==> config.mk <==
export PLATFORM = sky130hd
export DESIGN_NAME = audio_seq_player_flat
export DESIGN_NICKNAME = d
export VERILOG_FILES = /design/src/rtl/audio_seq_player_pkg.sv /design/src/rtl/audio_seq_player_if.sv /design/src/rtl/audio_seq_player_tune_rom.sv /design/src/rtl/audio_seq_player.sv /design/src/flat_wrapper.sv
export SDC_FILE = /design/constraint.sdc
export NUM_CORES = 1
export LEC_CHECK = 0
export ABC_AREA = 1
export ABC_CLOCK_PERIOD_IN_PS = 2900
export CORE_ASPECT_RATIO = 1.75
export CORE_MARGIN = 5
export CORE_UTILIZATION = 35
export DETAILED_ROUTE_END_ITERATION = 6
export GPL_TIMING_DRIVEN = 0
export HOLD_SLACK_MARGIN = 0.08
export PLACE_DENSITY_LB_ADDON = 0.08
export SYNTH_ARGS = -nofsm -noshare
export SYNTH_HDL_FRONTEND = slang
export SYNTH_HIERARCHICAL = 1
export SYNTH_SLANG_ARGS = --single-unit
==> constraint.sdc <==
create_clock -name clk -period 2.9 [get_ports clk]
set_input_delay 0.87 -clock clk [delete_from_list [all_inputs] [get_ports clk]]
set_output_delay 0.87 -clock clk [all_outputs]
set_load 0.02 [all_outputs]
==> src/rtl/audio_seq_player_pkg.sv <==
// audio_pkg: shared types and constant tables for the tune sequencer.
//   NOTE_W_DEF      default note code width
//   state_e         sequencer FSM states
//   NOTE_*          note codes presented to the audio datapath
//   tune_note(t,i)  note i of tune t (0 outside the tune)
//   tune_len(t)     number of notes in tune t (0 = empty tune)
package audio_pkg;

    localparam int NOTE_W_DEF = 7;

    typedef enum logic [1:0] {
        ST_IDLE,
        ST_PLAY,
        ST_GAP,
        ST_DONE
    } state_e;

    localparam logic [NOTE_W_DEF-1:0] NOTE_C  = 7'h10;
    localparam logic [NOTE_W_DEF-1:0] NOTE_D  = 7'h11;
    localparam logic [NOTE_W_DEF-1:0] NOTE_E  = 7'h12;
    localparam logic [NOTE_W_DEF-1:0] NOTE_F  = 7'h13;
    localparam logic [NOTE_W_DEF-1:0] NOTE_G  = 7'h14;
    localparam logic [NOTE_W_DEF-1:0] NOTE_A  = 7'h15;
    localparam logic [NOTE_W_DEF-1:0] NOTE_B  = 7'h16;

    function automatic logic [NOTE_W_DEF-1:0] tune_note(int unsigned t, int unsigned i);
        logic [NOTE_W_DEF-1:0] n;
        n = '0;
        case (t)
            0: case (i)
                0: n = NOTE_C;
                1: n = NOTE_D;
                2: n = NOTE_C;
                3: n = NOTE_G;
                4: n = NOTE_C;
                5: n = NOTE_D;
                6: n = NOTE_A;
                7: n = NOTE_G;
                default: n = '0;
            endcase
            1: case (i)
                0: n = NOTE_E;
                1: n = NOTE_F;
                default: n = '0;
            endcase
            2: case (i)
                0: n = NOTE_G;
                1: n = NOTE_A;
                2: n = NOTE_B;
                default: n = '0;
            endcase
            default: n = '0;
        endcase
        return n;
    endfunction

    function automatic int unsigned tune_len(int unsigned t);
        case (t)
            0:       return 8;
            1:       return 2;
            2:       return 3;
            default: return 0;
        endcase
    endfunction

endpackage

==> src/rtl/audio_seq_player_if.sv <==
// audio_seq_player_if: game-control / audio-datapath bundle of the tune sequencer.
//   start, tune_sel, abort, note_done (and loop with AUDIO_SEQ_LOOP_EN): into player
//   enable_audio, note, busy, done: out of player
//   master = controller side, slave = player side.
interface audio_seq_player_if #(
    parameter int NOTE_W = 7,
    parameter int SEL_W  = 2
) ();
    logic              start;
    logic [SEL_W-1:0]  tune_sel;
    logic              abort;
    logic              note_done;
`ifdef AUDIO_SEQ_LOOP_EN
    logic              loop;
`endif
    logic              enable_audio;
    logic [NOTE_W-1:0] note;
    logic              busy;
    logic              done;

    modport master (
        output start, tune_sel, abort, note_done,
`ifdef AUDIO_SEQ_LOOP_EN
        output loop,
`endif
        input  enable_audio, note, busy, done
    );

    modport slave (
        input  start, tune_sel, abort, note_done,
`ifdef AUDIO_SEQ_LOOP_EN
        input  loop,
`endif
        output enable_audio, note, busy, done
    );
endinterface

==> src/rtl/audio_seq_player_tune_rom.sv <==
// audio_tune_rom: combinational tune table lookup.
//   tune, idx -> note (code at that position), len (notes in the tune)
module audio_tune_rom
    import audio_pkg::*;
#(
    parameter int NOTE_W = NOTE_W_DEF,
    parameter int SEL_W  = 2,
    parameter int IDX_W  = 4,
    parameter int LEN_W  = 5
) (
    input  logic [SEL_W-1:0]  tune,
    input  logic [IDX_W-1:0]  idx,
    output logic [NOTE_W-1:0] note,
    output logic [LEN_W-1:0]  len
);
    always_comb begin
        note = NOTE_W'(tune_note(int'(tune), int'(idx)));
        len  = LEN_W'(tune_len(int'(tune)));
    end
endmodule

==> src/rtl/audio_seq_player.sv <==
// audio_seq_player: plays one of NUM_TUNES stored note sequences.
//   clk, resetn : clock, asynchronous active-low reset
//   bus (slave) : start/tune_sel/abort/note_done in; enable_audio/note/busy/done out
// Each note is held until note_done, followed by GAP_CYCLES silent cycles.
// Optional feature macro AUDIO_SEQ_LOOP_EN: adds bus.loop, latched with tune_sel;
// a looping tune restarts at note 0 instead of finishing, until abort.
module audio_seq_player
    import audio_pkg::*;
#(
    parameter int NOTE_W     = NOTE_W_DEF,
    parameter int MAX_NOTES  = 16,
    parameter int NUM_TUNES  = 4,
    parameter int GAP_CYCLES = 1
) (
    input logic               clk,
    input logic               resetn,
    audio_seq_player_if.slave bus
);
    localparam int SEL_W = (NUM_TUNES > 1) ? $clog2(NUM_TUNES) : 1;
    localparam int IDX_W = (MAX_NOTES > 1) ? $clog2(MAX_NOTES) : 1;
    localparam int LEN_W = $clog2(MAX_NOTES + 1);
    localparam int GAP_W = (GAP_CYCLES > 1) ? $clog2(GAP_CYCLES) : 1;

    state_e             state_q, state_d;
    logic [IDX_W-1:0]   idx_q, idx_d;
    logic [GAP_W-1:0]   gap_cnt_q, gap_cnt_d;
    logic [SEL_W-1:0]   tune_q, tune_d;
`ifdef AUDIO_SEQ_LOOP_EN
    logic               loop_q, loop_d;
`else
    localparam logic    loop_q = 1'b0;
`endif

    logic [SEL_W-1:0]   sel_map;
    logic [SEL_W-1:0]   rom_tune;
    logic [NOTE_W-1:0]  rom_note;
    logic [LEN_W-1:0]   rom_len;
    logic               last;

    // In IDLE the ROM looks at the incoming selection so the empty-tune
    // decision is made on the accepting edge; otherwise at the latched tune.
    always_comb begin
        sel_map  = (int'(bus.tune_sel) >= NUM_TUNES) ? '0 : bus.tune_sel;
        rom_tune = (state_q == ST_IDLE) ? sel_map : tune_q;
        last     = (int'(idx_q) + 1 >= int'(rom_len));
    end

    audio_tune_rom #(
        .NOTE_W (NOTE_W),
        .SEL_W  (SEL_W),
        .IDX_W  (IDX_W),
        .LEN_W  (LEN_W)
    ) u_rom (
        .tune (rom_tune),
        .idx  (idx_q),
        .note (rom_note),
        .len  (rom_len)
    );

    always_comb begin
        state_d   = state_q;
        idx_d     = idx_q;
        gap_cnt_d = gap_cnt_q;
        tune_d    = tune_q;
`ifdef AUDIO_SEQ_LOOP_EN
        loop_d    = loop_q;
`endif
        case (state_q)
            ST_IDLE: begin
                if (bus.start && !bus.abort) begin
                    tune_d    = sel_map;
`ifdef AUDIO_SEQ_LOOP_EN
                    loop_d    = bus.loop;
`endif
                    idx_d     = '0;
                    gap_cnt_d = '0;
                    state_d   = (rom_len != '0) ? ST_PLAY : ST_DONE;
                end
            end
            ST_PLAY: begin
                if (bus.abort) begin
                    state_d = ST_IDLE;
                    idx_d   = '0;
                end else if (bus.note_done) begin
                    if (last && !loop_q) begin
                        state_d = ST_DONE;
                    end else begin
                        idx_d = last ? '0 : idx_q + 1'b1;
                        if (GAP_CYCLES == 0) begin
                            state_d = ST_PLAY;
                        end else begin
                            state_d   = ST_GAP;
                            gap_cnt_d = '0;
                        end
                    end
                end
            end
            ST_GAP: begin
                if (bus.abort) begin
                    state_d   = ST_IDLE;
                    idx_d     = '0;
                    gap_cnt_d = '0;
                end else if (int'(gap_cnt_q) >= GAP_CYCLES - 1) begin
                    state_d   = ST_PLAY;
                    gap_cnt_d = '0;
                end else begin
                    gap_cnt_d = gap_cnt_q + 1'b1;
                end
            end
            ST_DONE: begin
                if (bus.abort || !bus.start) begin
                    state_d = ST_IDLE;
                    idx_d   = '0;
                end
            end
            default: state_d = ST_IDLE;
        endcase
    end

    always_ff @(posedge clk or negedge resetn) begin
        if (!resetn) begin
            state_q   <= ST_IDLE;
            idx_q     <= '0;
            gap_cnt_q <= '0;
            tune_q    <= '0;
`ifdef AUDIO_SEQ_LOOP_EN
            loop_q    <= 1'b0;
`endif
        end else begin
            state_q   <= state_d;
            idx_q     <= idx_d;
            gap_cnt_q <= gap_cnt_d;
            tune_q    <= tune_d;
`ifdef AUDIO_SEQ_LOOP_EN
            loop_q    <= loop_d;
`endif
        end
    end

    // Moore outputs; done stays low for a looping tune even if it sits in DONE.
    always_comb begin
        bus.enable_audio = (state_q == ST_PLAY);
        bus.note         = (state_q == ST_PLAY) ? rom_note : '0;
        bus.busy         = (state_q == ST_PLAY) || (state_q == ST_GAP);
        bus.done         = (state_q == ST_DONE) && !loop_q;
    end
endmodule
==> src/flat_wrapper.sv <==
// flat-port wrapper written by rule: the top's interface ports become plain ports
module audio_seq_player_flat import audio_pkg::*;
#(
    parameter int NOTE_W     = NOTE_W_DEF,
    parameter int MAX_NOTES  = 16,
    parameter int NUM_TUNES  = 4,
    parameter int GAP_CYCLES = 1
)
  (clk, resetn, bus_start, bus_tune_sel, bus_abort, bus_note_done, bus_enable_audio, bus_note, bus_busy, bus_done);
  audio_seq_player_if #(.NOTE_W(NOTE_W)) bus_i ();
  input logic clk;
  input logic resetn;
  input wire logic [$bits(bus_i.start)-1:0] bus_start;
  input wire logic [$bits(bus_i.tune_sel)-1:0] bus_tune_sel;
  input wire logic [$bits(bus_i.abort)-1:0] bus_abort;
  input wire logic [$bits(bus_i.note_done)-1:0] bus_note_done;
  output wire logic [$bits(bus_i.enable_audio)-1:0] bus_enable_audio;
  output wire logic [$bits(bus_i.note)-1:0] bus_note;
  output wire logic [$bits(bus_i.busy)-1:0] bus_busy;
  output wire logic [$bits(bus_i.done)-1:0] bus_done;
  assign bus_i.start = bus_start;
  assign bus_i.tune_sel = bus_tune_sel;
  assign bus_i.abort = bus_abort;
  assign bus_i.note_done = bus_note_done;
  assign bus_enable_audio = bus_i.enable_audio;
  assign bus_note = bus_i.note;
  assign bus_busy = bus_i.busy;
  assign bus_done = bus_i.done;
  audio_seq_player #(.NOTE_W(NOTE_W), .MAX_NOTES(MAX_NOTES), .NUM_TUNES(NUM_TUNES), .GAP_CYCLES(GAP_CYCLES)) u_core (.clk(clk), .resetn(resetn), .bus(bus_i));
endmodule
# Word level (Yosys, flattened, before mapping)
# Memories as Yosys holds them, arrays and structs flattened.
# Cells that the tools add are included.
# Widths: inputs -> output; s select.
# op_classes
n_addsub,2
eq_ne,12
reduce_logical,12
magnitude_cmp,1
muxes,22
# op_table
cell,count
$ge 32x5->1,1
$mux 4,6
$pmux 7 s3,1
$pmux 4 s4,1
$pmux 5 s3,1
$mux 7,2
$mux 2,6
$pmux 4 s3,1
$pmux 5 s2,1
$pmux 2 s4,1
$eq 2x2->1 const B,3
$ne 3x3->1 const B,2
$add 4x1->5 const B,1
$reduce_and 5->1,1
$reduce_bool 5->1,1
$add 4x1->4 const B,1
$eq 2x1->1 const B,2
$eq 4x1->1 const B,1
$eq 4x2->1 const B,1
$logic_not 2->1,2
$logic_not 4->1,1
$ne 2x2->1 const B,2
$reduce_and 3->1,1
$logic_not 1->1,2
5 further kinds,7
# word_totals
reg_bits,8
n_memories,1
out_inout_bits,10
mem_bits_ro,16
wordCells,53
input_bits,7
# memory_table
memory,words,word_bits,read_ports,rd_clocked_by_memory_dff,write_ports,line_no,text
(name not given),8,2,1,0,0,audio_seq_player_pkg.sv:30,0: case (i)

# Longest topological paths before layout
# logic_depth
ltp_word,9
mapped_depth,17
depth_no_buf,17

# Hierarchy
# Netlist, hierarchy kept.
# by_module_without_submodules
module,cells_each,area_per_inst_um2,instances,seq_area_each_um2
audio_seq_player,110,763.2,1,200.2
audio_tune_rom,49,294.0,1,0.0

# Least setup slack after synthesis
# OpenSTA, ideal clock, no wires.
# synth_timing
path_kind,input to output
start,input bus_tune_sel[1]
end,output bus_note[2]
path_buffers,0
required_ns,2.030
arrival_time_ns,1.953
cell_stages,12
path_slack_ns,0.077
path_cell_list,inv_1 > o21ai_0 > inv_1 > ha_1 > inv_1 > nor2_1 > nand3_1 > nand3_1 > nand2_1 > inv_1 > nand2_1 > inv_1
# synth_between
elab_chain_len,4
word_cells_on_any_way,6
cone_classes,eq/ne: 2; mux: 3; reduce/logical: 1
# synth_rtl
item,line_no,text
start: declaration,flat_wrapper.sv:14,input wire logic [$bits(bus_i.tune_sel)-1:0] bus_tune_sel;
$mux 2 *,audio_seq_player.sv:44,rom_tune = (state_q == ST_IDLE) ? sel_map : tune_q;
named net u_core.rom_tune[1],audio_seq_player.sv:35,logic [SEL_W-1:0] rom_tune;
$eq 2x2->1 (tied with other cells),audio_seq_player_pkg.sv:29,case (t)
$pmux 7 s3 *,audio_seq_player_pkg.sv:29,
named net u_core.rom_note[2],audio_seq_player.sv:36,logic [NOTE_W-1:0] rom_note;
$mux 7 *,audio_seq_player.sv:143,bus.note = (state_q == ST_PLAY) ? rom_note : '0;
end: declaration,flat_wrapper.sv:18,output wire logic [$bits(bus_i.note)-1:0] bus_note;
# Mark *: on every way through the listed nets, which the timed path passes. The rest lies on a longest branch.

# Worst setup path in the final report
# layout_timing
start,register u_core.state_q[0]
end,output bus_note[0]
# layout_between
elab_chain_len,5
word_cells_on_any_way,8
cone_classes,eq/ne: 3; mux: 3; reduce/logical: 2
# layout_rtl
item,line_no,text
start: declaration,audio_seq_player.sv:24,"state_e state_q, state_d;"
start signal: assignment,audio_seq_player.sv:130,state_q <= state_d;
$logic_not 2->1 *,n/a,
$mux 2 *,audio_seq_player.sv:44,
named net u_core.rom_tune[0],audio_seq_player.sv:35,
$eq 2x2->1 (tied with other cells),audio_seq_player_pkg.sv:29,
$pmux 7 s3 *,audio_seq_player_pkg.sv:29,
named net u_core.rom_note[0],audio_seq_player.sv:36,
$mux 7 *,audio_seq_player.sv:143,
# Marked as above.

==> metrics.csv <==
metric;value;unit
crit_chain;inv_2, ha_4, clkinvlp_4, nand2_1, o21ai_2, inv_2, ha_2, nor2_1, nand2_1, nand3_1, a21oi_2, nand2_1, inv_1, buf_6;
setup_viol;1;
die_x;51.5;um
cp.depth;14;
grt_usage;12.3;%
clk_path_buf_depth;2;
final_antenna_net_count;0;
wl_met1;945;um
drv_cap;0;
critPathTopFamily;buffers and inverters;
critPathKind;reg -> out;
cp-end-kind;output pin;
critPathBufInv;5;
start_util;36.1;%
cts-buffers-inserted;3;
drtPass1Iterations;2;
topRoutingLayerUsed;met3;
r2r_setup_slack;0.56;ns
leakagePower;0.848;nW
vdd_drop_max;0.000370;V
synth_edf_count;0;
violations;negative setup slack;
reg2reg_from;u_core/state_q[0]$_DFFE_PN0P_;
drt-initial-drc-count;5;
pwr-share-seq;13.1;%
antenna_found_initial;0;
switching_share;49.0;%
combPwrFrac;78.1;%
die_h;82.7;um
wl_per_cell;10.8;um
drive_above_1_share;30.5;%
root_buffer;clkbuf_8;
cts_tree;done;
grt_pass1_wl;4.18;mm
startpoint_type;flop;
final.min_clock_period;2.91;ns
power_density;1010;nW/um^2
grt_overflow;0;
reg2reg_to;u_core/idx_q[0]$_DFFE_PN0P_;
min_path_type;reg -> reg;
via_per_inst;4.48;
timing.final.ws_setup;-0.00537;ns
clock-sinks;8;
final_nets;218;
vias;977;
finClkSkew;0.000360;ns
clkTransAtPathRegs;0.04;ns
dr_wl_met2;1.34;mm
required;2.03;ns
maxSlewViolCount;0;
status;finished, violations left;
synth_top_area_share;22.5;%
yosysUniqueCellTypes;23;
fp.dieArea;4260;um^2
portBuffers;13;
reg2reg_depth;17;
place_ws;-1.06;ns
synth_top_cell_by_area;ha_1;
p_int;0.739;mW
h-tree-depth;1;
antenna_cells;0;
hold_buffers;0;
yosys_warnings;6;
synth-seq-cells;8;
mappedNetlistArea;1060;um^2
finalHoldViolCount;0;
totalWireLength;2.35;mm
clock_latency;0.22;ns
avgSynthCellArea;6.65;um^2
gp_congestion;0.772;
crit_slowest_cell;dfrtp_1;
fillerInstances;309;
rsz0062_at_grt;yes;
grt_max_degree;10;
drc;0;
slowest_delay;0.38;ns
path_max_fanout;5;
whs;0.503;ns
synth_common_cells;41 x nand2_1, 36 x inv_1, 19 x ha_1, 15 x nand3_1, 10 x nor2_1;
num_io_pins;17;
rows;26;
async_reset_ff_share;100;%
crit_path_end;bus_note[0];
coreArea;2930;um^2
dr_wl_met3;66;um
cp.arrival;2.04;ns
synth_most_common_cell;nand2_1;
grt_pass1_vias;1040;
area_growth;36.1;%
synth-seq-area-share;18.9;%
synthTopCellsByArea;ha_1 22%, dfrtp_1 19%, nand2_1 15%;
fin_util;49.1;%
switchingPower;0.711;mW
max_freq;344;MHz
syn-instance-count;159;
cp-startpoint;u_core/state_q[0]$_DFFE_PN0P_;
dp_hpwl;1.84;mm
synth-main-ff-cell;dfrtp_1;
post-route-period-util;100;%
pwr-share-clk;8.8;%
crit_top_cell;nand2_1;
==> worst min path at each step <==
stage | startpoint | endpoint | slack [ns] | cells past startpoint
5_1_grt | u_core/tune_q[0]$_DFFE_PN0P_ | u_core/tune_q[0]$_DFFE_PN0P_ | 0.54 | 2
3_3_place_gp | u_core/tune_q[1]$_DFFE_PN0P_ | u_core/tune_q[1]$_DFFE_PN0P_ | 0.48 | 2
2_1_floorplan | u_core/tune_q[0]$_DFFE_PN0P_ | u_core/tune_q[0]$_DFFE_PN0P_ | 0.45 | 2
6_report | u_core/tune_q[0]$_DFFE_PN0P_ | u_core/tune_q[0]$_DFFE_PN0P_ | 0.50 | 2
4_1_cts | u_core/tune_q[0]$_DFFE_PN0P_ | u_core/tune_q[0]$_DFFE_PN0P_ | 0.51 | 2
3_5_place_dp | u_core/tune_q[1]$_DFFE_PN0P_ | u_core/tune_q[1]$_DFFE_PN0P_ | 0.49 | 2
==> tightest hold or removal path, stage by stage, from the launching register on <==
cell	delay, ns
dfrtp_1	0.34
nand2_1	0.05
o21ai_0	0.07
==> logic make-up (layout without fill, tap and decap cells) <==
family / Yosys count / count (layout) / synth area share, %
AND/OR/NAND/NOR: 77 / 77 / 34.6
AO/OA/AOI/OAI: 8 / 8 / 3.91
buffers and inverters: 44 / 71 / 18.1
adder cells (fa/ha/maj): 19 / 19 / 22.5
flip-flops: 8 / 8 / 18.9
other: 1 / 5 / 0.355
XOR/XNOR: 2 / 2 / 1.66
==> registers in the layout, indices dropped and copies added, names as in the netlist <==
signal	count
u_core/idx_q	4
u_core/tune_q	2
u_core/state_q	2
==> power groups by stage <==
stage	registers, mW	logic, mW	clock network [mW]
6_report	0.190	1.13	0.127
3_3_place_gp	0.190	0.855	0
3_5_place_dp	0.193	0.869	0
2_1_floorplan	0.179	0.652	0
4_1_cts	0.190	1.12	0.131
5_1_grt	0.196	1.29	0.138
==> layer usage <==
metal	track usage [%]	vias to the layer above
met1	13.3	433
met2	24.4	13
met5	0	-
li1	-	531
met4	4.46	0
met3	0.539	0
==> through the flow <==
stage / TNS (ns) / power [mW] / std cells / area [um^2]
after detailed placement: -5.41 / 1.06 / 204 / 1240
after CTS: 0 / 1.44 / 217 / 1430
after global placement: -5.25 / 1.04 / 204 / 1240
after global routing: -0.685 / 1.62 / 218 / 1440
after floorplan: 0 / 0.831 / 163 / 1070
final: -0.00537 / 1.45 / 218 / 1440
==> cells in the final DEF (no fill, tap or decap), types with 2 or more instances in the layout <==
cell	n
inv_1	27
clkdlybuf4s50_1	7
buf_2	4
nand2_2	6
a21oi_1	2
o21ai_0	2
inv_2	8
buf_6	3
nand3_1	11
nand3_2	5
nor2_1	9
dfrtp_1	8
conb_1	5
ha_4	3
clkbuf_8	3
ha_1	15
buf_4	16
nand2_1	40
==> timing repair <==
item                       CTS  global route
setup endpoints to repair    9             4
gates resized for setup     55             2
pin swaps                   10             1
setup buffers               10             1
cloned                       0             0
==> cell type report <==
class | instances | area (um^2) | area share, %
inverter | 38 | 149 | 10.3
clock buffer | 3 | 41.3 | 2.87
timing repair buffer | 24 | 195 | 13.6
tap | 28 | 35.0 | 2.43
sequential | 8 | 200 | 13.9
multi-input combinational | 111 | 769 | 53.5
buffer | 6 | 48.8 | 3.39
No activity file was read; power rests on OpenSTA's default activity.
